**src/rtl/locker_key_entry.sv**
```systemverilog
// ---------------------------------------------------------------------------
// locker_key_entry
//
// Push-button front end for digital_locker. Four raw buttons are each
// synchronised and debounced into a one-cycle press event. Digit presses are
// collected into a PWD_LEN-bit entry buffer. Enter replays the buffer to the
// locker one bit per clock, first-entered digit first. Clear aborts entry and
// pulses submit so the locker re-locks.
//
// Parameters
//   PWD_LEN          digits per password (2..16)
//   DEBOUNCE_CYCLES  consecutive stable cycles to accept a level change (>=2)
//
// Ports
//   clk          system clock, rising edge
//   rst          synchronous active-high reset
//   key0_btn     raw digit-0 button (asynchronous, bouncy)
//   key1_btn     raw digit-1 button (asynchronous, bouncy)
//   enter_btn    raw enter button
//   clear_btn    raw clear button
//   pwd_out      serial password bit to locker pwd_in
//   pwd_stream   high during the PWD_LEN streaming cycles
//   submit       one-cycle pulse to locker submit
//   digit_count  digits currently buffered
//   buf_full     digit_count == PWD_LEN
//   entry_err    one-cycle pulse: enter pressed with buffer not full
// ---------------------------------------------------------------------------
module locker_key_entry #(
    parameter int PWD_LEN         = 4,
    parameter int DEBOUNCE_CYCLES = 4
) (
    input  logic                         clk,
    input  logic                         rst,
    input  logic                         key0_btn,
    input  logic                         key1_btn,
    input  logic                         enter_btn,
    input  logic                         clear_btn,
    output logic                         pwd_out,
    output logic                         pwd_stream,
    output logic                         submit,
    output logic [$clog2(PWD_LEN+1)-1:0] digit_count,
    output logic                         buf_full,
    output logic                         entry_err
);

    localparam int CNT_W = $clog2(PWD_LEN + 1);
    localparam int IDX_W = $clog2(PWD_LEN);
    localparam int DB_W  = $clog2(DEBOUNCE_CYCLES);

    localparam logic [CNT_W-1:0] FULL     = CNT_W'(PWD_LEN);
    localparam logic [IDX_W-1:0] IDX_LAST = IDX_W'(PWD_LEN - 1);
    localparam logic [DB_W-1:0]  DB_LAST  = DB_W'(DEBOUNCE_CYCLES - 1);

    // Button lane indices within the packed per-button vectors.
    localparam int B_KEY0  = 0;
    localparam int B_KEY1  = 1;
    localparam int B_ENTER = 2;
    localparam int B_CLEAR = 3;

    typedef enum logic {
        COLLECT = 1'b0,
        STREAM  = 1'b1
    } state_t;

    // ------------------------------------------------------------------
    // Synchronise, debounce and edge-detect all four buttons.
    // ------------------------------------------------------------------
    logic [3:0]           raw;
    logic [3:0]           sync1;
    logic [3:0]           sync2;
    logic [3:0]           db;
    logic [3:0]           db_d;
    logic [3:0]           evt;
    logic [3:0][DB_W-1:0] db_cnt;

    assign raw = {clear_btn, enter_btn, key1_btn, key0_btn};

    // NOTE: sequential state uses non-blocking assignments so every register
    // samples the pre-edge value of its neighbours, independent of statement
    // order within the block.
    always_ff @(posedge clk) begin
        if (rst) begin
            sync1  <= '0;
            sync2  <= '0;
            db     <= '0;
            db_d   <= '0;
            evt    <= '0;
            db_cnt <= '0;
        end else begin
            sync1 <= raw;
            sync2 <= sync1;
            db_d  <= db;
            // db_d lags db by one edge, so the press event is registered one
            // cycle after db rises; releases produce nothing.
            evt   <= db & ~db_d;
            for (int i = 0; i < 4; i++) begin
                if (sync2[i] == db[i]) begin
                    db_cnt[i] <= '0;
                end else if (db_cnt[i] == DB_LAST) begin
                    // This is the DEBOUNCE_CYCLES-th consecutive differing sample.
                    db[i]     <= sync2[i];
                    db_cnt[i] <= '0;
                end else begin
                    db_cnt[i] <= db_cnt[i] + DB_W'(1);
                end
            end
        end
    end

    logic key0_evt;
    logic key1_evt;
    logic enter_evt;
    logic clear_evt;

    assign key0_evt  = evt[B_KEY0];
    assign key1_evt  = evt[B_KEY1];
    assign enter_evt = evt[B_ENTER];
    assign clear_evt = evt[B_CLEAR];

    // ------------------------------------------------------------------
    // Entry / stream controller.
    // The buffer shifts left on entry, so the first-entered digit ends up in
    // the MSB; streaming keeps shifting left and always emits the MSB.
    // ------------------------------------------------------------------
    state_t             state;
    logic [PWD_LEN-1:0] buffer;
    logic [IDX_W-1:0]   idx;

    assign buf_full = (digit_count == FULL);

    always_ff @(posedge clk) begin
        if (rst) begin
            state       <= COLLECT;
            buffer      <= '0;
            digit_count <= '0;
            idx         <= '0;
            pwd_out     <= 1'b0;
            pwd_stream  <= 1'b0;
            submit      <= 1'b0;
            entry_err   <= 1'b0;
        end else begin
            submit    <= 1'b0;
            entry_err <= 1'b0;

            if (clear_evt) begin
                // Clear overrides everything, including a stream in progress
                // and any digit/enter event arriving in the same cycle.
                state       <= COLLECT;
                buffer      <= '0;
                digit_count <= '0;
                idx         <= '0;
                pwd_out     <= 1'b0;
                pwd_stream  <= 1'b0;
                submit      <= 1'b1;
            end else begin
                case (state)
                    COLLECT: begin
                        if (enter_evt) begin
                            if (buf_full) begin
                                state      <= STREAM;
                                idx        <= '0;
                                pwd_stream <= 1'b1;
                                pwd_out    <= buffer[PWD_LEN-1];
                                buffer     <= {buffer[PWD_LEN-2:0], 1'b0};
                            end else begin
                                entry_err <= 1'b1;
                            end
                        end else if ((key0_evt ^ key1_evt) && !buf_full) begin
                            // Exactly one digit key: key1_evt is the digit value.
                            buffer      <= {buffer[PWD_LEN-2:0], key1_evt};
                            digit_count <= digit_count + CNT_W'(1);
                        end
                    end

                    STREAM: begin
                        if (idx == IDX_LAST) begin
                            state       <= COLLECT;
                            buffer      <= '0;
                            digit_count <= '0;
                            idx         <= '0;
                            pwd_out     <= 1'b0;
                            pwd_stream  <= 1'b0;
                        end else begin
                            idx     <= idx + IDX_W'(1);
                            pwd_out <= buffer[PWD_LEN-1];
                            buffer  <= {buffer[PWD_LEN-2:0], 1'b0};
                        end
                    end

                    default: state <= COLLECT;
                endcase
            end
        end
    end

endmodule

```
**config.mk**
```make
export PLATFORM = sky130hd
export DESIGN_NAME = locker_key_entry
export DESIGN_NICKNAME = d
export VERILOG_FILES = /design/src/rtl/locker_key_entry.sv
export SDC_FILE = /design/constraint.sdc
export NUM_CORES = 1
export LEC_CHECK = 0
export BUFFER_PORTS_ARGS = -buffer_cell sky130_fd_sc_hd__buf_4
export CAP_MARGIN = 5
export CORE_ASPECT_RATIO = 0.7
export CORE_UTILIZATION = 25
export DETAILED_ROUTE_END_ITERATION = 8
export PLACE_DENSITY = 0.43
export SETUP_SLACK_MARGIN = 0.02
export SYNTH_ARGS = -nofsm -noshare
export SYNTH_HDL_FRONTEND = slang
export SYNTH_SLANG_ARGS = --single-unit
```
**constraint.sdc**
```tcl
create_clock -name clk -period 4.48 [get_ports clk]
set_input_delay 0.448 -clock clk [delete_from_list [all_inputs] [get_ports clk]]
set_output_delay 0.448 -clock clk [all_outputs]
set_load 0.01 [all_outputs]
```
==> results of run 1 <==
==> worst max-delay path, delay by kind of cell (launching register included) <==
| kind | cells | cell delay, ns |
|---|---|---|
| adder cells (fa/ha/maj) | 1 | 0.27 |
| buffers and inverters | 2 | 0.23 |
| flip-flops | 1 | 0.39 |
| AND/OR/NAND/NOR | 1 | 0.25 |
==> report_power, final <==
| part | switching, W | internal [W] | total [W] | leakage (nW) |
|---|---|---|---|---|
| logic | 0.0000130 | 0.0000127 | 0.0000257 | 0.340 |
| clock network | 0.000121 | 0.000178 | 0.000299 | 0.0573 |
| registers | 0.00000371 | 0.000378 | 0.000382 | 0.340 |
==> synthesized netlist by cell type (all sizes together) <==
cell type,count
dfxtp,42
nor2,20
nor2b,17
inv,8
mux2i,8
ha,7
nand2,7
nand3,6
xnor2,5
or3,4
a21oi,3
a211o,2
a22oi,2
a31oi,2
buf,2
clkbuf,2
o211ai,2
a211oi,1
a311o,1
a32oi,1
and2,1
nand3b,1
nand4,1
nor4b,1
o31a,1
or2,1
xor2,1
==> cell families after synthesis <==
kind of cell | Yosys count
compound gates | 15
buf+inv | 12
xor+xnor | 6
simple gates | 59
mux | 8
flops | 42
fa+ha+maj | 7
==> metal layers <==
layer	track usage (%)	share of wire [%]	vias to the layer above	routed length [µm]
li1	-	-	527	-
met1	10.9	49	470	1240
met2	14.5	44	16	1110
met3	3.44	5.2	5	130
met4	4.48	1.2	0	31
met5	0	0	-	0
==> final timing paths <==
path / depth (start not counted) / start / endpoint / slack [ns]
max: 4 / digit_count[0]$_SDFFE_PP0P_ / buf_full / 2.61
min: 2 / key0_btn / sync1[0]$_SDFF_PP0_ / 0.37
max reg2reg: 5 / digit_count[0]$_SDFFE_PP0P_ / buffer[1]$_SDFFE_PP0P_ / 2.88
min reg2reg: 1 / db_d[2]$_SDFF_PP0_ / evt[2]$_SDFF_PP0_ / 0.38
==> final cells by class <==
cell class	instances	share of cell area [%]
Multi-Input combinational cell	95	36.0
Tap cell	75	5.11
Inverter	8	1.64
Clock inverter	1	1.64
Sequential cell	42	45.8
Clock buffer	6	4.50
Timing Repair Buffer	13	5.32
==> flip-flops by register name (all words and copies together) (netlist names) <==
| register | cells |
|---|---|
| db_cnt | 8 |
| buffer | 4 |
| db | 4 |
| db_d | 4 |
| evt | 4 |
| sync1 | 4 |
| sync2 | 4 |
| digit_count | 3 |
| idx | 2 |
| entry_err | 1 |
| pwd_out | 1 |
| pwd_stream | 1 |
| state | 1 |
| submit | 1 |
==> metrics by stage <==
stage	total power (W)	utilization [%]	hold slack, ns	instances	cell area, µm²
after global routing	0.000741	31.4	0.369	240	1840
final	0.000707	31.4	0.373	240	1840
after floorplan	0.000407	-	0.367	149	1550
after detailed placement	0.000417	29.5	0.373	233	1720
after global placement	0.000416	29.5	0.373	233	1720
after CTS	0.000720	31.4	0.360	240	1840
==> results.yml, run 1 <==
sta:
  rsz0062_at_grt: "no"
  slew_violations: 0
  fin_worst_skew_ns: 0.00303
  finalCriticalPeriod_ns: 1.87
  tns_ns: 0
  slew_headroom_pct: 66.4
  worst_slew_pin_slew_ns: 0.502
  hold_viol_final: 0
  period_share_pct: 41.7
  fmax_mhz: 536
  setup_violations: 0
  setup_ws_ns: 2.61
logic_synthesis:
  synth_top_area_share_pct: 54.3
  synth_area_leaders: "dfxtp_1 54%, nor2b_1 6.9%, ha_1 5.7%, mux2i_1 5.2%, nor2_1 4.8%"
  synth_top_area_cell: "dfxtp_1"
  syn-num-nets: 162
  synth_compound_area_share_pct: 9.13
  synth_mux_area_share_pct: 5.17
  yosysWarnings: 0
  yosys.area_share.simple_pct: 19.3
  ys_seq_area_share_pct: 54.3
  synth_top_family_by_area: "simple AND/OR/NAND/NOR gates"
  synthDistinctLibCells: 28
  synthXorXnorAreaFrac_pct: 3.39
  netlist_area_um2: 1550
  synth-seq-cells: 42
  syn_area_per_cell_um2: 10.4
  synthAdderAreaFrac_pct: 5.65
  syn_inst: 149
run_status:
  status: "completed"
layout:
  final_cell_mix: "42 x dfxtp_1, 20 x nor2_1, 17 x nor2b_1, 13 x buf_4"
  fillCellCount: 633
  nNetsFinal: 178
  multi_input_area_um2: 661
  layout-drive-gt1-share_pct: 16.4
  n_antenna_cell: 0
  syn_to_final_growth_pct: 18.5
  final_common_cell: "dfxtp_1"
  seqCellArea_um2: 841
global_route:
  grt.overflow.total: 0
  antenna_found_initial: 0
  grt_pass1_vias: 1005
  grt_max_degree: 24
  grt_use_total_pct: 9.14
  grt_pass1_wl_um: 4410
clock_tree:
  numCtsBuffers: 5
  cts_tree: "done"
  h-tree-depth: 2
  cts_root_buf: "clkbuf_8"
  clockBufferDepth: 2
  postCtsSetupBuffers: 0
  cts-resized-gates: 0
  cts.clk_slew.worst_paths_ns: 0.08
  ctsHoldBuffers: 0
  cts_sinks: 42
  clk_latency_ns: 0.28
place:
  gp_congestion: 0.769
  place_ws_ns: 2.89
  hpwl_um: 1810
  io_buffers: 13
power:
  power_leakage_nw: 0.737
  ir_worst_vdd_mv: 0.176
  powerDensity_nw_per_um2: 385
worst_setup_path:
  crit_fanout: 4
  crit_slowest_cell: "dfxtp_1"
  crit_chain: "inv_1, ha_1, and2_2, buf_4"
  cp_data_required_time_ns: 4.03
  setup.worst_path.class: "register to output pin"
  arrival_ns: 1.42
  startpoint_type: "register"
  cpPeakStageDelay_ns: 0.39
  endpoint_kind: "output pin"
die:
  die_x_um: 96.1
  core-area_um2: 5840
  die_area_um2: 6520
  die_y_um: 67.9
  start_util_pct: 26.5
  ioPinCount: 14
  rows: 23
drt:
  dr.pass1.iters: 4
  drc_errors: 0
  routed-via-count: 1018
  antenna_left: 0
  vias_per_cell: 4.24
  drtIter0Drc: 41
  wire_per_inst_um: 10.5
  routed_wl_um: 2520
run:
  drv_cap: 0
worst_hold_path:
  hold_path.class: "input pin to register"
No activity file was read; power rests on OpenSTA's default activity.
==> run 2, diff against run 1 <==
PLACE_DENSITY = 0.45   (was 0.43)
clock period = 1.63 ns   (was 4.48 ns; I/O delays follow)
==> results.yml, run 2 (same netlist as run 1, synthesis figures left out) <==
die:
  start_util_pct: 26.5
  ioPinCount: 14
  die_y_um: 67.9
  die_area_um2: 6520
  die_x_um: 96.1
  core-area_um2: 5840
  rows: 23
sta:
  fin_worst_skew_ns: 0.00716
  tns_ns: 0
  setup_ws_ns: 0.174
  period_share_pct: 89.3
  worst_slew_pin_slew_ns: 0.524
  slew_headroom_pct: 64.9
  hold_viol_final: 0
  setup_violations: 0
  slew_violations: 0
  finalCriticalPeriod_ns: 1.46
  rsz0062_at_grt: "no"
  fmax_mhz: 687
clock_tree:
  h-tree-depth: 2
  postCtsSetupBuffers: 0
  clockBufferDepth: 2
  cts_tree: "done"
  cts.clk_slew.worst_paths_ns: 0.08
  cts_sinks: 42
  cts_root_buf: "clkbuf_8"
  numCtsBuffers: 5
  clk_latency_ns: 0.28
drt:
  dr.pass1.iters: 4
  vias_per_cell: 4.30
  drtIter0Drc: 10
  antenna_left: 0
  wire_per_inst_um: 10.3
  routed-via-count: 1041
  routed_wl_um: 2500
  drc_errors: 0
worst_setup_path:
  cp_data_required_time_ns: 1.81
  crit_slowest_cell: "o31a_4"
  arrival_ns: 1.63
  endpoint_kind: "register"
  cpPeakStageDelay_ns: 0.37
  crit_fanout: 4
  setup.worst_path.class: "register to register"
  startpoint_type: "register"
  crit_chain: "inv_1, ha_2, and2_2, o31a_4, mux2i_1"
layout:
  layout.cells.non_filler: 242
  design_area_um2: 1840
  final_cell_mix: "41 x dfxtp_1, 20 x nor2_1, 17 x nor2b_1, 14 x buf_4"
  fillCellCount: 595
  largest_register_ff_count: 8
  seqCellArea_um2: 842
  syn_to_final_growth_pct: 19.0
  nNetsFinal: 179
  layout-drive-gt1-share_pct: 18.6
  top_register: "db_cnt"
  multi_input_area_um2: 663
  n_antenna_cell: 0
  final_common_cell: "dfxtp_1"
place:
  hpwl_um: 1750
  gp_congestion: 0.736
  io_buffers: 13
  place_ws_ns: 0.0635
  place_inst: 234
  placed_area_um2: 1730
power:
  power_leakage_nw: 0.743
  p_sw_share_pct: 20.5
  p_int_w: 0.00153
  p_comb_share_pct: 3.7
  powerDensity_nw_per_um2: 1040
  power.switching_w: 0.000393
  clkPwrFrac_pct: 41.6
  seqPwrFrac_pct: 54.7
  ir_worst_vdd_mv: 0.390
global_route:
  grt_pass1_wl_um: 4190
  grt.overflow.total: 0
  antenna_found_initial: 0
  grt_max_degree: 24
  grt_use_total_pct: 8.74
  grt_pass1_vias: 986
worst_hold_path:
  hold_path.class: "input pin to register"
run_status:
  status: "completed"
run:
  drv_cap: 0
-- run 2: per-layer routing --
layer,vias up,GRT usage [%],part of all wire [%]
li1,528,-,-
met1,501,9.53,49
met2,10,15.0,46
met3,2,3.67,3.4
met4,0,3.92,0.76
met5,-,0,0
-- run 2: power by group through the flow --
stage / clock [W] / combinational, W / sequential (W)
2_1_floorplan: 0 / 0.0000462 / 0.00107
3_3_place_gp: 0 / 0.0000695 / 0.00107
3_5_place_dp: 0 / 0.0000714 / 0.00107
4_1_cts: 0.000835 / 0.0000715 / 0.00105
5_1_grt: 0.000891 / 0.0000783 / 0.00105
6_report: 0.000798 / 0.0000700 / 0.00105
-- run 2: cell type report --
| class | count | area share [%] |
|---|---|---|
| sequential | 42 | 45.7 |
| inverter | 8 | 1.63 |
| timing repair buffer | 14 | 5.70 |
| tap | 75 | 5.09 |
| clock inverter | 3 | 2.17 |
| clock buffer | 5 | 3.73 |
| multi-input combinational | 95 | 36.0 |
-- run 2: what timing repair did --
action	CTS	global route
setup endpoints to repair	0	6
hold buffers	0	0
resized for setup	0	2
endpoints found under the hold margin	0	0
-- run 2: worst paths after layout --
path	start	to	slack (ns)	depth (start not counted)
hold / removal	clear_btn	sync1[3]$_SDFF_PP0_	0.08	2
setup reg to reg	digit_count[1]$_SDFFE_PP0P_	buffer[2]$_SDFFE_PP0P_	0.17	5
hold reg to reg	db_d[0]$_SDFF_PP0_	evt[0]$_SDFF_PP0_	0.38	1
setup / recovery	digit_count[1]$_SDFFE_PP0P_	buffer[2]$_SDFFE_PP0P_	0.17	5
-- run 2: critical path: cells and delay by family (launching register included) --
kind,cells,cell delay [ns]
AOI/OAI and AO/OA,1,0.37
muxes,1,0.12
and+or+nand+nor,1,0.23
buffers and inverters,1,0.05
DFF,1,0.36
adders and majority gates,1,0.20
-- run 2: through the flow --
stage          util (%)  hold slack, ns  power, W
3_5_place_dp       29.6           0.375   0.00115
3_3_place_gp       29.6           0.373   0.00114
4_1_cts            31.5          0.0693   0.00196
6_report           31.5          0.0840   0.00192
2_1_floorplan         -           0.242   0.00112
5_1_grt            31.5          0.0705   0.00202
